$ cat src/rtl/clock_pkg.sv
// rtl/clock_pkg.sv - shared BCD time types and digit limits for the up and down time counters
package clock_pkg;

    typedef logic [3:0] bcd_digit_t;

    localparam bcd_digit_t SEC_TENS_MAX       = 4'd5;
    localparam bcd_digit_t MIN_TENS_MAX       = 4'd5;
    localparam bcd_digit_t HR_TENS_MAX        = 4'd2;
    localparam bcd_digit_t HR_UNITS_MAX_AT_20 = 4'd3;
    localparam bcd_digit_t DIGIT_MAX          = 4'd9;

    typedef enum logic {
        ST_IDLE = 1'b0,
        ST_RUN  = 1'b1
    } timer_state_t;

    // Packed time is {h_tens, h_units, m_tens, m_units, s_tens, s_units}.
    function automatic logic bcd_time_valid(input logic [23:0] t);
        bcd_digit_t ht, hu, mt, mu, st, su;
        logic       ok;
        ht = t[23:20];
        hu = t[19:16];
        mt = t[15:12];
        mu = t[11:8];
        st = t[7:4];
        su = t[3:0];
        ok = (ht <= HR_TENS_MAX) && (hu <= DIGIT_MAX) &&
             (mt <= MIN_TENS_MAX) && (mu <= DIGIT_MAX) &&
             (st <= SEC_TENS_MAX) && (su <= DIGIT_MAX);
        if (ht == HR_TENS_MAX && hu > HR_UNITS_MAX_AT_20) begin
            ok = 1'b0;
        end
        return ok;
    endfunction

endpackage

$ cat src/rtl/bcd_down_digit.sv
// rtl/bcd_down_digit.sv - one loadable BCD down-counting digit with wrap-to-MAX borrow
module bcd_down_digit
    import clock_pkg::*;
#(
    parameter bcd_digit_t MAX = DIGIT_MAX
)
(
    input  logic       clk,
    input  logic       rst,
    input  logic       load,
    input  bcd_digit_t load_val,
    input  logic       dec,
    output bcd_digit_t q,
    output logic       borrow_out
);

    always_ff @(posedge clk or posedge rst) begin
        if (rst) begin
            q <= '0;
        end else if (load) begin
            q <= load_val;
        end else if (dec) begin
            q <= (q == '0) ? MAX : q - 4'd1;
        end
    end

    assign borrow_out = dec && (q == '0);

endmodule

$ cat src/rtl/countdown_timer_hms.sv
// rtl/countdown_timer_hms.sv - settable HH:MM:SS BCD countdown timer with prescaler, run control and expiry flag
module countdown_timer_hms
    import clock_pkg::*;
#(
    parameter int CLK_DIV = 100_000_000
)
(
    input  logic        clk,
    input  logic        rst,
    input  logic        load,
    input  logic [23:0] load_bcd,
    input  logic        start,
    input  logic        stop,
    output logic [3:0]  bcd_ht,
    output logic [3:0]  bcd_hu,
    output logic [3:0]  bcd_mt,
    output logic [3:0]  bcd_mu,
    output logic [3:0]  bcd_st,
    output logic [3:0]  bcd_su,
    output logic        running,
    output logic        done,
    output logic        expired,
    output logic        load_err
);

    localparam int            PW         = (CLK_DIV > 1) ? $clog2(CLK_DIV) : 1;
    localparam logic [PW-1:0] PRESC_LAST = PW'(CLK_DIV - 1);

    timer_state_t  state, state_next;
    logic [PW-1:0] presc;
    logic          load_ok;
    logic          run_active;
    logic          tick;
    logic          count_zero;
    logic          count_one;
    logic          expire;
    logic [5:0]    dec;
    logic [5:0]    borrow;

    assign count_zero = ({bcd_ht, bcd_hu, bcd_mt, bcd_mu, bcd_st, bcd_su} == 24'h000000);
    assign count_one  = ({bcd_ht, bcd_hu, bcd_mt, bcd_mu, bcd_st, bcd_su} == 24'h000001);

    // Any load (valid or not) and any stop pre-empt counting in this cycle.
    assign load_ok    = load && bcd_time_valid(load_bcd);
    assign run_active = (state == ST_RUN) && !load && !stop;
    assign tick       = run_active && (presc == PRESC_LAST);

    // A borrow out of h_tens would mean wrapping below zero; never call that expiry.
    assign expire     = dec[0] && count_one && !borrow[5];

    assign dec[0]     = tick && !count_zero;
    assign dec[5:1]   = borrow[4:0];

    bcd_down_digit #(.MAX(DIGIT_MAX)) u_su (
        .clk        (clk),
        .rst        (rst),
        .load       (load_ok),
        .load_val   (load_bcd[3:0]),
        .dec        (dec[0]),
        .q          (bcd_su),
        .borrow_out (borrow[0])
    );

    bcd_down_digit #(.MAX(SEC_TENS_MAX)) u_st (
        .clk        (clk),
        .rst        (rst),
        .load       (load_ok),
        .load_val   (load_bcd[7:4]),
        .dec        (dec[1]),
        .q          (bcd_st),
        .borrow_out (borrow[1])
    );

    bcd_down_digit #(.MAX(DIGIT_MAX)) u_mu (
        .clk        (clk),
        .rst        (rst),
        .load       (load_ok),
        .load_val   (load_bcd[11:8]),
        .dec        (dec[2]),
        .q          (bcd_mu),
        .borrow_out (borrow[2])
    );

    bcd_down_digit #(.MAX(MIN_TENS_MAX)) u_mt (
        .clk        (clk),
        .rst        (rst),
        .load       (load_ok),
        .load_val   (load_bcd[15:12]),
        .dec        (dec[3]),
        .q          (bcd_mt),
        .borrow_out (borrow[3])
    );

    // Hours units always wraps to 9 (e.g. 20 -> 19); the 23-hour cap only limits loads.
    bcd_down_digit #(.MAX(DIGIT_MAX)) u_hu (
        .clk        (clk),
        .rst        (rst),
        .load       (load_ok),
        .load_val   (load_bcd[19:16]),
        .dec        (dec[4]),
        .q          (bcd_hu),
        .borrow_out (borrow[4])
    );

    bcd_down_digit #(.MAX(HR_TENS_MAX)) u_ht (
        .clk        (clk),
        .rst        (rst),
        .load       (load_ok),
        .load_val   (load_bcd[23:20]),
        .dec        (dec[5]),
        .q          (bcd_ht),
        .borrow_out (borrow[5])
    );

    always_ff @(posedge clk or posedge rst) begin
        if (rst) begin
            state <= ST_IDLE;
        end else begin
            state <= state_next;
        end
    end

    always_comb begin
        state_next = state;
        if (load) begin
            if (load_ok) begin
                state_next = ST_IDLE;
            end
        end else if (stop) begin
            state_next = ST_IDLE;
        end else if (start && state == ST_IDLE) begin
            if (!count_zero) begin
                state_next = ST_RUN;
            end
        end else if (expire) begin
            state_next = ST_IDLE;
        end
    end

    // Prescaler only advances while counting, so stop/resume keeps the second phase.
    always_ff @(posedge clk or posedge rst) begin
        if (rst) begin
            presc    <= '0;
            done     <= 1'b0;
            expired  <= 1'b0;
            load_err <= 1'b0;
        end else begin
            done     <= expire;
            load_err <= load && !load_ok;
            if (load_ok) begin
                presc   <= '0;
                expired <= 1'b0;
            end else begin
                if (expire) begin
                    expired <= 1'b1;
                end
                if (run_active) begin
                    presc <= tick ? '0 : presc + 1'b1;
                end
            end
        end
    end

    assign running = (state == ST_RUN);

endmodule

$ cat config.mk
export PLATFORM = sky130hd
export DESIGN_NAME = countdown_timer_hms
export DESIGN_NICKNAME = d
export VERILOG_FILES = /design/src/rtl/clock_pkg.sv /design/src/rtl/bcd_down_digit.sv /design/src/rtl/countdown_timer_hms.sv
export SDC_FILE = /design/constraint.sdc
export NUM_CORES = 1
export LEC_CHECK = 0
export ABC_AREA = 1
export CAP_MARGIN = 20
export CORE_UTILIZATION = 55
export CTS_CLUSTER_DIAMETER = 40
export CTS_CLUSTER_SIZE = 40
export DETAILED_ROUTE_END_ITERATION = 8
export GPL_TIMING_DRIVEN = 0
export HOLD_SLACK_MARGIN = 0.08
export PLACE_DENSITY = 0.83
export SLEW_MARGIN = 25
export SYNTH_ARGS = -nofsm -noshare
export SYNTH_HDL_FRONTEND = slang
export SYNTH_SLANG_ARGS = --single-unit
$ cat constraint.sdc
create_clock -name clk -period 2.3 [get_ports clk]
set_clock_uncertainty 0.15 [all_clocks]
set_input_delay 0.575 -clock clk [delete_from_list [all_inputs] [get_ports clk]]
set_output_delay 0.575 -clock clk [all_outputs]
set_load 0.02 [all_outputs]
# Yosys cells after proc, flatten, opt, wreduce, memory -nomap -nowiden
# Index checks and enable logic that the tools add are counted.
[word_totals]
reg_bits = 55
[op_classes]
n_lt_le_gt_ge = 7
eq_ne = 5
add_sub_neg = 7
muxes = 30
n_reduce_logical = 43
bitwise = 1
[ops]
columns = ["cell", "n"]
rows = [
  ["27-bit two-way mux", 3],
  ["4-bit two-way mux", 18],
  ["27-bit by 1-bit adder with 27-bit output (second input constant)", 1],
  ["27-bit == test (second input constant)", 1],
  ["24-bit by 1-bit == test with 1-bit output (second input constant)", 1],
  ["24-bit zero test", 1],
  ["4-bit zero test", 6],
  ["4-bit by 1-bit subtractor with 4-bit output (second input constant)", 6],
  ["1-bit logical AND", 21],
  ["2-bit nonzero test", 8],
  ["4-bit <= comparator (second input constant)", 3],
  ["1-bit two-way mux", 9],
  ["4-bit by 3-bit <= comparator with 1-bit output (second input constant)", 2],
  ["1-bit zero test", 5],
  ["4-bit by 2-bit == test with 1-bit output (second input constant)", 1],
  ["4-bit by 2-bit greater-than comparator with 1-bit output (second input constant)", 1],
  ["4-bit by 2-bit <= comparator with 1-bit output (second input constant)", 1],
  ["4-bit != test (second input constant)", 1],
  ["4-bit nonzero test", 1],
  ["3-bit AND reduction", 1],
  ["2-bit by 1-bit != test with 1-bit output (second input constant)", 1],
  ["1-bit NOT", 1],
]

# Logic depth before layout (Yosys ltp)
# Gate-level depths: netlist of run 1.
[depth]
ltp_word = 17
mapped_depth = 12

# Modules after synthesis
# Synthesis of run 1 repeated with hierarchy kept, for this count alone.
[hier_totals]
cells_unflattened = 586
area_unflattened_um2 = 3843.7
[modules_own_cells]
columns = ["mod", "area_each_um2", "cells_per_inst", "n_inst", "seq_area_each_um2"]
rows = [
  ["countdown_timer_hms", 2384.8, 374, 1, 775.7],
  ["bcd_down_digit at u_hu ...", 237.7, 36, 3, 100.1],
  ["bcd_down_digit at u_mt ...", 241.5, 35, 2, 100.1],
  ["bcd_down_digit at u_ht", 262.8, 34, 1, 100.1],
]

# Worst setup path after synthesis of run 1
# OpenSTA, ideal clock, no wires.
[synth_timing]
path_type = "in2reg"
start = "in load_bcd[1]"
end = "reg u_su.q[0]"
n_path_buf = 2
slack_ps = 398
setup_ps = 137
required_ps = 2013
cell_stages = 8
arrival_time_ps = 1615
path_cell_list = "o21ai_0 -> nand3_1 -> nor2_2 -> nand2_4 -> buf_6 -> buf_2 -> nand3_1 -> o211ai_1"
[synth_between]
elab_chain_cells = 5
word_cells_on_any_way = 6
[synth_lines]
columns = ["item", "line", "rtl"]
rows = [
  ["start, declared", "countdown_timer_hms.sv:11", "input logic [23:0] load_bcd,"],
  ["4-bit <= comparator (*)", "clock_pkg.sv:29", "(st <= SEC_TENS_MAX) && (su <= DIGIT_MAX);"],
  ["1-bit logical AND (*)", "clock_pkg.sv:29", ""],
  ["1-bit two-way mux (*)", "clock_pkg.sv:30", "if (ht == HR_TENS_MAX && hu > HR_UNITS_MAX_AT_20) begin"],
  ["1-bit logical AND (*)", "countdown_timer_hms.sv:44", "assign load_ok = load && bcd_time_valid(load_bcd);"],
  ["4-bit two-way mux / 2-bit nonzero test (equally long branches)", "n/a", ""],
  ["end signal, assigned", "bcd_down_digit.sv:21", "q <= load_val;"],
  ["end signal, assigned", "bcd_down_digit.sv:23", "q <= (q == '0) ? MAX : q - 4'd1;"],
  ["end, declared", "bcd_down_digit.sv:13", "output bcd_digit_t q,"],
]
# Every way passes the cells marked *; elsewhere a longest branch is shown, timed or not.
# A chain may end at the register's enable or synchronous reset.

# Worst setup path after layout of run 1
[layout_timing]
start = "in load_bcd[6]"
end = "reg u_su.q[1]"
[layout_between]
elab_chain_cells = 6
word_cells_on_any_way = 7
[layout_lines]
columns = ["item", "line", "rtl"]
rows = [
  ["4-bit by 3-bit <= comparator with 1-bit output (*)", "clock_pkg.sv:29", ""],
  ["1-bit logical AND (*)", "clock_pkg.sv:28", "(mt <= MIN_TENS_MAX) && (mu <= DIGIT_MAX) &&"],
  ["1-bit logical AND (*)", "clock_pkg.sv:29", ""],
  ["1-bit two-way mux (*)", "clock_pkg.sv:30", ""],
  ["1-bit logical AND (*)", "countdown_timer_hms.sv:44", ""],
  ["4-bit two-way mux / 2-bit nonzero test (equally long branches)", "n/a", ""],
]
# Marks and branches as above.

==> summary.txt, run 1 <==
Clock tree
  • Reg clk slew, reported paths: 0.11 ns
  • # hold bufs at CTS: 0
  • Clock Tree Buf Depth: 2
  • Clock latency at the later pin of the worst-skew pair: 0.32 ns
  • Root Driver: clkbuf_8
  • TritonCTS Buffers: 5
  • CTS tree: built
  • Htree depth: 2
  • Clock sink count: 55

Yosys
  • Yosys warns: 0
  • Post-synthesis async set-or-reset flop share: 1.00
  • Post-synth EDFFs: 0
  • Syn Area/Cell: 6.62 sq um
  • Mapped Nets: between 600 and 700
  • Cell taking the most area after synthesis: dfrtp_1
  • Synth Instances: approximately 580
  • Synth Flop Type: dfrtp_1
  • Commonest cells post-synth: 174 x nand2_1, 70 x nor2_1, 67 x inv_1
  • Most common cell in the netlist: nand2_1
  • Synth Cell Area: 3830 sq um
  • Top cells by area, synth: dfrtp_1 36%, nand2_1 17%, nand3_1 7.2%
  • Post-synth top area share: 0.359
  • Post-synthesis sequential area ratio: 0.359
  • Synth Register Bits: 55
  • Synth cell types: 35

Route
  • Via/cell ratio: 5.64
  • 1st-pass router iterations: 6
  • DRT antenna net count: 0
  • Routed vias: between 4k and 5k
  • 1st-iter DRT viols: 285
  • Drt drc: 0
  • DRT Wirelength: 10.8 mm
  • Routed WL per cell: 14.9 um

Die
  • Die Y-Extent: 85.4 um
  • Core area: a little under 7000 sq um
  • Rows: 30
  • Die area: 7300 sq um
  • Die Wd: 85.4 um
  • I/O Pins: 57
  • Initial core utilization: 0.567

Setup path
  • Critical path class: in -> reg
  • Worst setup EP type: register
  • Worst Path Arrival: between 2 and 2.5 ns
  • CP dominant cell by count: nand2_2
  • Crit path largest cell delay: 0.44 ns
  • Worst EP required: 2.35 ns
  • R2R Setup Slk: approximately 0.24 ns
  • Top delay family on crit path: buffers and inverters
  • Worst-path cell chain: clkdlybuf4s50_1, nand2_2, o21ai_0, nor2_1, nand2_2, nor2_4, nand2_4, buf_6, buf_4, nand4_1, o211ai_1
  • Crit path max fanout: 10
  • Crit start category: input port
  • Slowest CP cell: clkdlybuf4s50_1
  • Buffers & Inverters on Critical Path: 3

Timing
  • Period minus WS final: 2.22 ns
  • Slew HR: 0.757
  • Sum Neg Setup Slack: 0 ns
  • Final hold viol count: 0
  • Worst-Margin Slew: 0.363 ns
  • WHS: 0.354 ns
  • Max-slew violations: 0
  • RSZ-0062 raised after global routing: true
  • Fmax: 451 MHz
  • Final Cycle Share: 0.965
  • # setup viols final: 0

Placement
  • Final GP Congestion: 0.897
  • DP HPWL: approximately 8.2 mm
  • Port Buffers: 56

Global route
  • Vias in the first global route: ~4k
  • GRT overflow: 0
  • Number of antenna violations at the first check in global routing: 0
  • First-pass GRT wire length: 17.7 mm
  • GRT Resource Usage Total: 0.304
  • Largest net degree at the start of global routing: 32

Flow run
  • Max-cap violation count: 0

Cells and area
  • Post-layout net count: roughly 680
  • # fillers: 598
  • Diode count: 0
  • Ratio of cells with drive above 1 in the final layout: 0.0915
  • Area Growth Syn to Fin: 22.9%

Power
  • Pwr Total: 2570 uW
  • VDD IR max: around 290 uV
  • Pwr/cell area: about 550 nW/um^2
  • P_leak: approximately 0.0022 uW

Run status
  • Status: complete, no violations

Min path
  • Worst Hold Class: reg -> reg
==> worst register-to-register path, delay by kind of cell, from the launching register on <==
kind	cells	cell delay (ns)
AOI/OAI and AO/OA	1	0.06
adders and majority gates	1	0.16
buffers and inverters	2	0.27
DFF	1	0.42
and+or+nand+nor	6	0.90
==> per-layer routing <==
layer / wire length, um / global-route usage / share of wire
met5: 0 / 0 / 0
met4: 427 / 0.159 / 0.039
met3: 630 / 0.0545 / 0.058
met2: 5270 / 0.519 / 0.49
met1: 4510 / 0.367 / 0.42
==> through the flow <==
| step | setup slack [ns] | area [sq um] | std cells | utilization |
|---|---|---|---|---|
| after floorplan | 0.232 | 3830 | 578 | - |
| after global placement | -0.808 | 4490 | 714 | 0.664 |
| after detailed placement | -0.494 | 4510 | 715 | 0.668 |
| after CTS | 0.0103 | 4640 | 723 | 0.687 |
| after global routing | -0.00778 | 4700 | 725 | 0.696 |
| final | 0.0811 | 4700 | 725 | 0.696 |
==> layout by cell type (no fill, tap or decap), types with 3 or more instances in the layout <==
cell             synthesis  layout
buf_2                    7       4
o31ai_1                  4       4
nor3_1                  14      14
nor2_1                  70      70
xor2_1                  13      13
nand4_1                 15      15
o21ai_1                  8      10
nand2_4                  3       3
nor2_2                   5       3
buf_6                    4       4
nand3_2                  1       3
nand2_2                  6       9
inv_1                   67      66
clkbuf_8                 0       6
inv_2                    4       4
nand3_1                 55      53
nor2_4                   2       4
nand2_1                174     171
a21oi_1                  6       6
dfrtp_1                 55      55
clkdlybuf4s50_1          0      55
o21ai_0                 46      42
buf_4                    1       3
==> state kept, by name (all words and copies together), names as in the netlist <==
signal / flops
presc: 27
u_ht.q: 4
u_su.q: 4
u_hu.q: 4
load_err: 1
u_st.q: 4
expired: 1
running: 1
u_mt.q: 4
u_mu.q: 4
done: 1
==> power breakdown <==
part / leakage [uW] / switching, uW / total, uW / internal [uW]
combinational: 0.00148 / 374 / 632 / 258
clock: 0.0000612 / 337 / 690 / 353
sequential: 0.000695 / 163 / 1250 / 1090
==> kinds of logic (layout without fill, tap and decap cells) <==
kind of cell / Yosys count / in the layout / share of synthesized area
xor gates and xnor gates: 14 / 14 / 0.0320
buffers and inverters: 85 / 151 / 0.0961
adders and majority gates: 3 / 3 / 0.00980
DFF: 55 / 55 / 0.359
AOI/OAI and AO/OA: 68 / 68 / 0.0941
and+or+nand+nor: 353 / 354 / 0.408
==> repair_timing <==
action                                  CTS  global route
endpoints found under the setup margin   36            52
cloned                                    0             1
pin swaps                                 0             3
endpoints found under the hold margin     0             0
setup buffers                             0             1
gates resized for setup                   3            18
==> final timing paths <==
path / from / endpoint / cells after the start
setup / recovery: load_bcd[6] / u_su.q[1]$_DFFE_PP0P_ / 11
hold / removal: expired$_DFFE_PP0P_ / expired$_DFFE_PP0P_ / 1
setup reg to reg: u_ht.q[0]$_DFFE_PP0P_ / u_mu.q[2]$_DFFE_PP0P_ / 10
hold reg to reg: expired$_DFFE_PP0P_ / expired$_DFFE_PP0P_ / 1
max in group asynchronous: rst / u_hu.q[1]$_DFFE_PP0P_ / 3
min in group asynchronous: rst / presc[20]$_DFFE_PP0P_ / 2
==> cell type report <==
| cell class | count | area [sq um] | share of cell area |
|---|---|---|---|
| Clock inverter | 2 | 35.0 | 0.00745 |
| Tap cell | 80 | 100 | 0.0213 |
| Inverter | 72 | 278 | 0.0590 |
| Clock buffer | 6 | 82.6 | 0.0176 |
| Multi-Input combinational cell | 439 | 2140 | 0.455 |
| Sequential cell | 55 | 1380 | 0.293 |
| Timing Repair Buffer | 58 | 591 | 0.126 |
| Buffer | 13 | 100 | 0.0213 |
No activity file was read; power rests on OpenSTA's default activity.
==> run 2, diff against run 1 <==
--- a/config.mk
+++ b/config.mk
@@ -7,12 +7,14 @@
 export LEC_CHECK = 0
 export ABC_AREA = 1
 export CAP_MARGIN = 20
+export CORE_MARGIN = 1.5
 export CORE_UTILIZATION = 55
 export CTS_CLUSTER_DIAMETER = 40
 export CTS_CLUSTER_SIZE = 40
 export DETAILED_ROUTE_END_ITERATION = 8
 export GPL_TIMING_DRIVEN = 0
 export HOLD_SLACK_MARGIN = 0.08
+export MAX_ROUTING_LAYER = met4
 export PLACE_DENSITY = 0.83
 export SLEW_MARGIN = 25
 export SYNTH_ARGS = -nofsm -noshare
==> summary.txt, run 2 (synthesized netlist as in run 1, its figures left out) <==
Clock tree
  • Clock Tree Buf Depth: 2
  • Reg clk slew, reported paths: 0.10 ns
  • Clock latency at the later pin of the worst-skew pair: around 0.31 ns
  • TritonCTS Buffers: 5
  • Htree depth: 2
  • Root Driver: clkbuf_8
  • Clock sink count: 55
  • CTS tree: built

Route
  • Drt drc: 0
  • 1st-iter DRT viols: 333
  • Routed vias: 4,039
  • Via/cell ratio: 5.56
  • Routed WL per cell: 14.8 um
  • DRT Wirelength: 10.7 mm
  • 1st-pass router iterations: 5
  • DRT antenna net count: 0

Die
  • Die Wd: 86.4 um
  • Initial core utilization: 0.567
  • Die area: 7470 sq um
  • I/O Pins: between 50 and 60
  • Core area: 6760 sq um
  • Die Y-Extent: 86.4 um
  • Rows: 30

Power
  • Switching power: ~860 uW
  • Comb pwr share: 0.257
  • P_leak: 0.00224 uW
  • Sw Share: 0.351
  • Pwr/cell area: 521 nW/um^2
  • VDD IR max: 240 uV
  • Seq pwr share: 0.513
  • Clk network pwr share: 0.230
  • Pwr Total: 2440 uW
  • Power Internal: 1580 uW

Timing
  • Final Cycle Share: 0.969
  • Slew HR: 0.736
  • Worst-Margin Slew: 0.392 ns
  • Fmax: approximately 450 MHz
  • Period minus WS final: between 2 and 2.5 ns
  • # setup viols final: 0
  • Final hold viol count: 0
  • WHS: 0.339 ns
  • Max-slew violations: 0
  • Final Worst Setup Slack: between 0.07 and 0.08 ns

Cells and area
  • Max FFs per register: 27
  • Largest Register: presc
  • Ratio of cells with drive above 1 in the final layout: 0.0882
  • Final instance area: 4680 sq um
  • Commonest non-fill, non-tap cell in the layout: nand2_1
  • Multi-input combinational cell area: 2130 sq um
  • # fillers: roughly 580
  • Post-layout net count: 678
  • Final std cells w/o fill: 726
  • Diode count: 0
  • Area Growth Syn to Fin: 22.4%
  • FF/Latch Area: 1380 sq um
  • Most frequent cells in the layout: 173 x nand2_1, 70 x nor2_1, 66 x inv_1

Global route
  • M1 GR Usage: 0.368
  • Met3 usage: 0.0390
  • Met2 usage: 0.518
  • Top Usage Layer GRT: met2
  • Number of antenna violations at the first check in global routing: 0
  • First-pass GRT wire length: 17.5 mm
  • GRT Resource Usage Total: 0.306
  • GRT overflow: 0
  • Vias in the first global route: roughly 3.8k
  • Largest net degree at the start of global routing: 51

Setup path
  • Crit path max fanout: 10
  • Slowest CP cell: clkdlybuf4s50_1
  • Worst setup EP type: register
  • Crit start category: input port
  • Worst Path Arrival: 2.27 ns
  • Critical path class: in -> reg
  • Crit path largest cell delay: 0.47 ns
  • Worst-path cell chain: clkdlybuf4s50_1, o21ai_2, nand3_2, nor2_4, nand2_4, buf_6, buf_2, nand4_1, o211ai_1
  • Worst EP required: between 2 and 2.5 ns

Placement
  • Post-placement worst setup slack: -0.470 ns
  • DP HPWL: 8.09 mm
  • Placed cells: 715
  • Port Buffers: 56
  • Final GP Congestion: 0.927
  • DP Area: 4520 sq um

Min path
  • Worst Hold Class: in -> async

Flow run
  • Max-cap violation count: 0

Run status
  • Status: complete, no violations
-- run 2: cell count changes in the layout (fill, tap and decap cells not counted), sizes merged --
cell / delta
clkbuf: -2
buf: +4
bufinv: -1
-- run 2: critical path, delay by kind of cell --
kind / cells / cell delay, ns
and+or+nand+nor: 4 / 0.55
AOI/OAI and AO/OA: 2 / 0.29
buffers and inverters: 3 / 0.84
-- run 2: worst paths after layout --
kind | startpoint | to | slack (ns) | cells after the start
max reg2reg | presc[1]$_DFFE_PP0P_ | u_st.q[1]$_DFFE_PP0P_ | 0.17 | 11
max | load_bcd[1] | u_su.q[1]$_DFFE_PP0P_ | 0.07 | 9
min | rst | u_mt.q[0]$_DFFE_PP0P_ | 0.34 | 2
max in group asynchronous | rst | presc[24]$_DFFE_PP0P_ | 1.22 | 3
min in group clk | expired$_DFFE_PP0P_ | expired$_DFFE_PP0P_ | 0.37 | 1
min reg2reg | expired$_DFFE_PP0P_ | expired$_DFFE_PP0P_ | 0.37 | 1
-- run 2: power by group through the flow --
stage,combinational [uW],clock (uW),sequential (uW)
3_3_place_gp,585,0,1260
2_1_floorplan,358,0,1270
6_report,627,560,1250
3_5_place_dp,613,0,1260
4_1_cts,619,565,1240
5_1_grt,709,588,1270
-- run 2: final cells by class --
cell class | instances | share of cell area
Inverter | 72 | 0.0593
Clock inverter | 1 | 0.00107
Multi-Input combinational cell | 439 | 0.456
Clock buffer | 6 | 0.0176
Buffer | 13 | 0.0203
Tap cell | 80 | 0.0214
Sequential cell | 55 | 0.294
Timing Repair Buffer | 60 | 0.131
-- run 2: stage by stage --
step | utilization | setup TNS [ns]
3_5_place_dp | 0.669 | -19.44
2_1_floorplan | - | 0
5_1_grt | 0.693 | -0.0456
4_1_cts | 0.683 | 0
6_report | 0.693 | 0
3_3_place_gp | 0.664 | -61.82
-- run 2: metal layers --
| layer | vias to the layer above | routed length (um) | part of all wire |
|---|---|---|---|
| li1 | 1987 | - | - |
| met1 | 1863 | 4420 | 0.41 |
| met2 | 162 | 5390 | 0.50 |
| met3 | 27 | 607 | 0.057 |
| met4 | 0 | 314 | 0.029 |
| met5 | - | 0 | 0 |
-- run 2: what timing repair did --
item	4_1_cts	5_1_grt
setup endpoints to repair	35	52
cloned	0	1
resized for setup	4	13
pin swaps	2	3
hold buffers	0	0
setup buffers	0	3
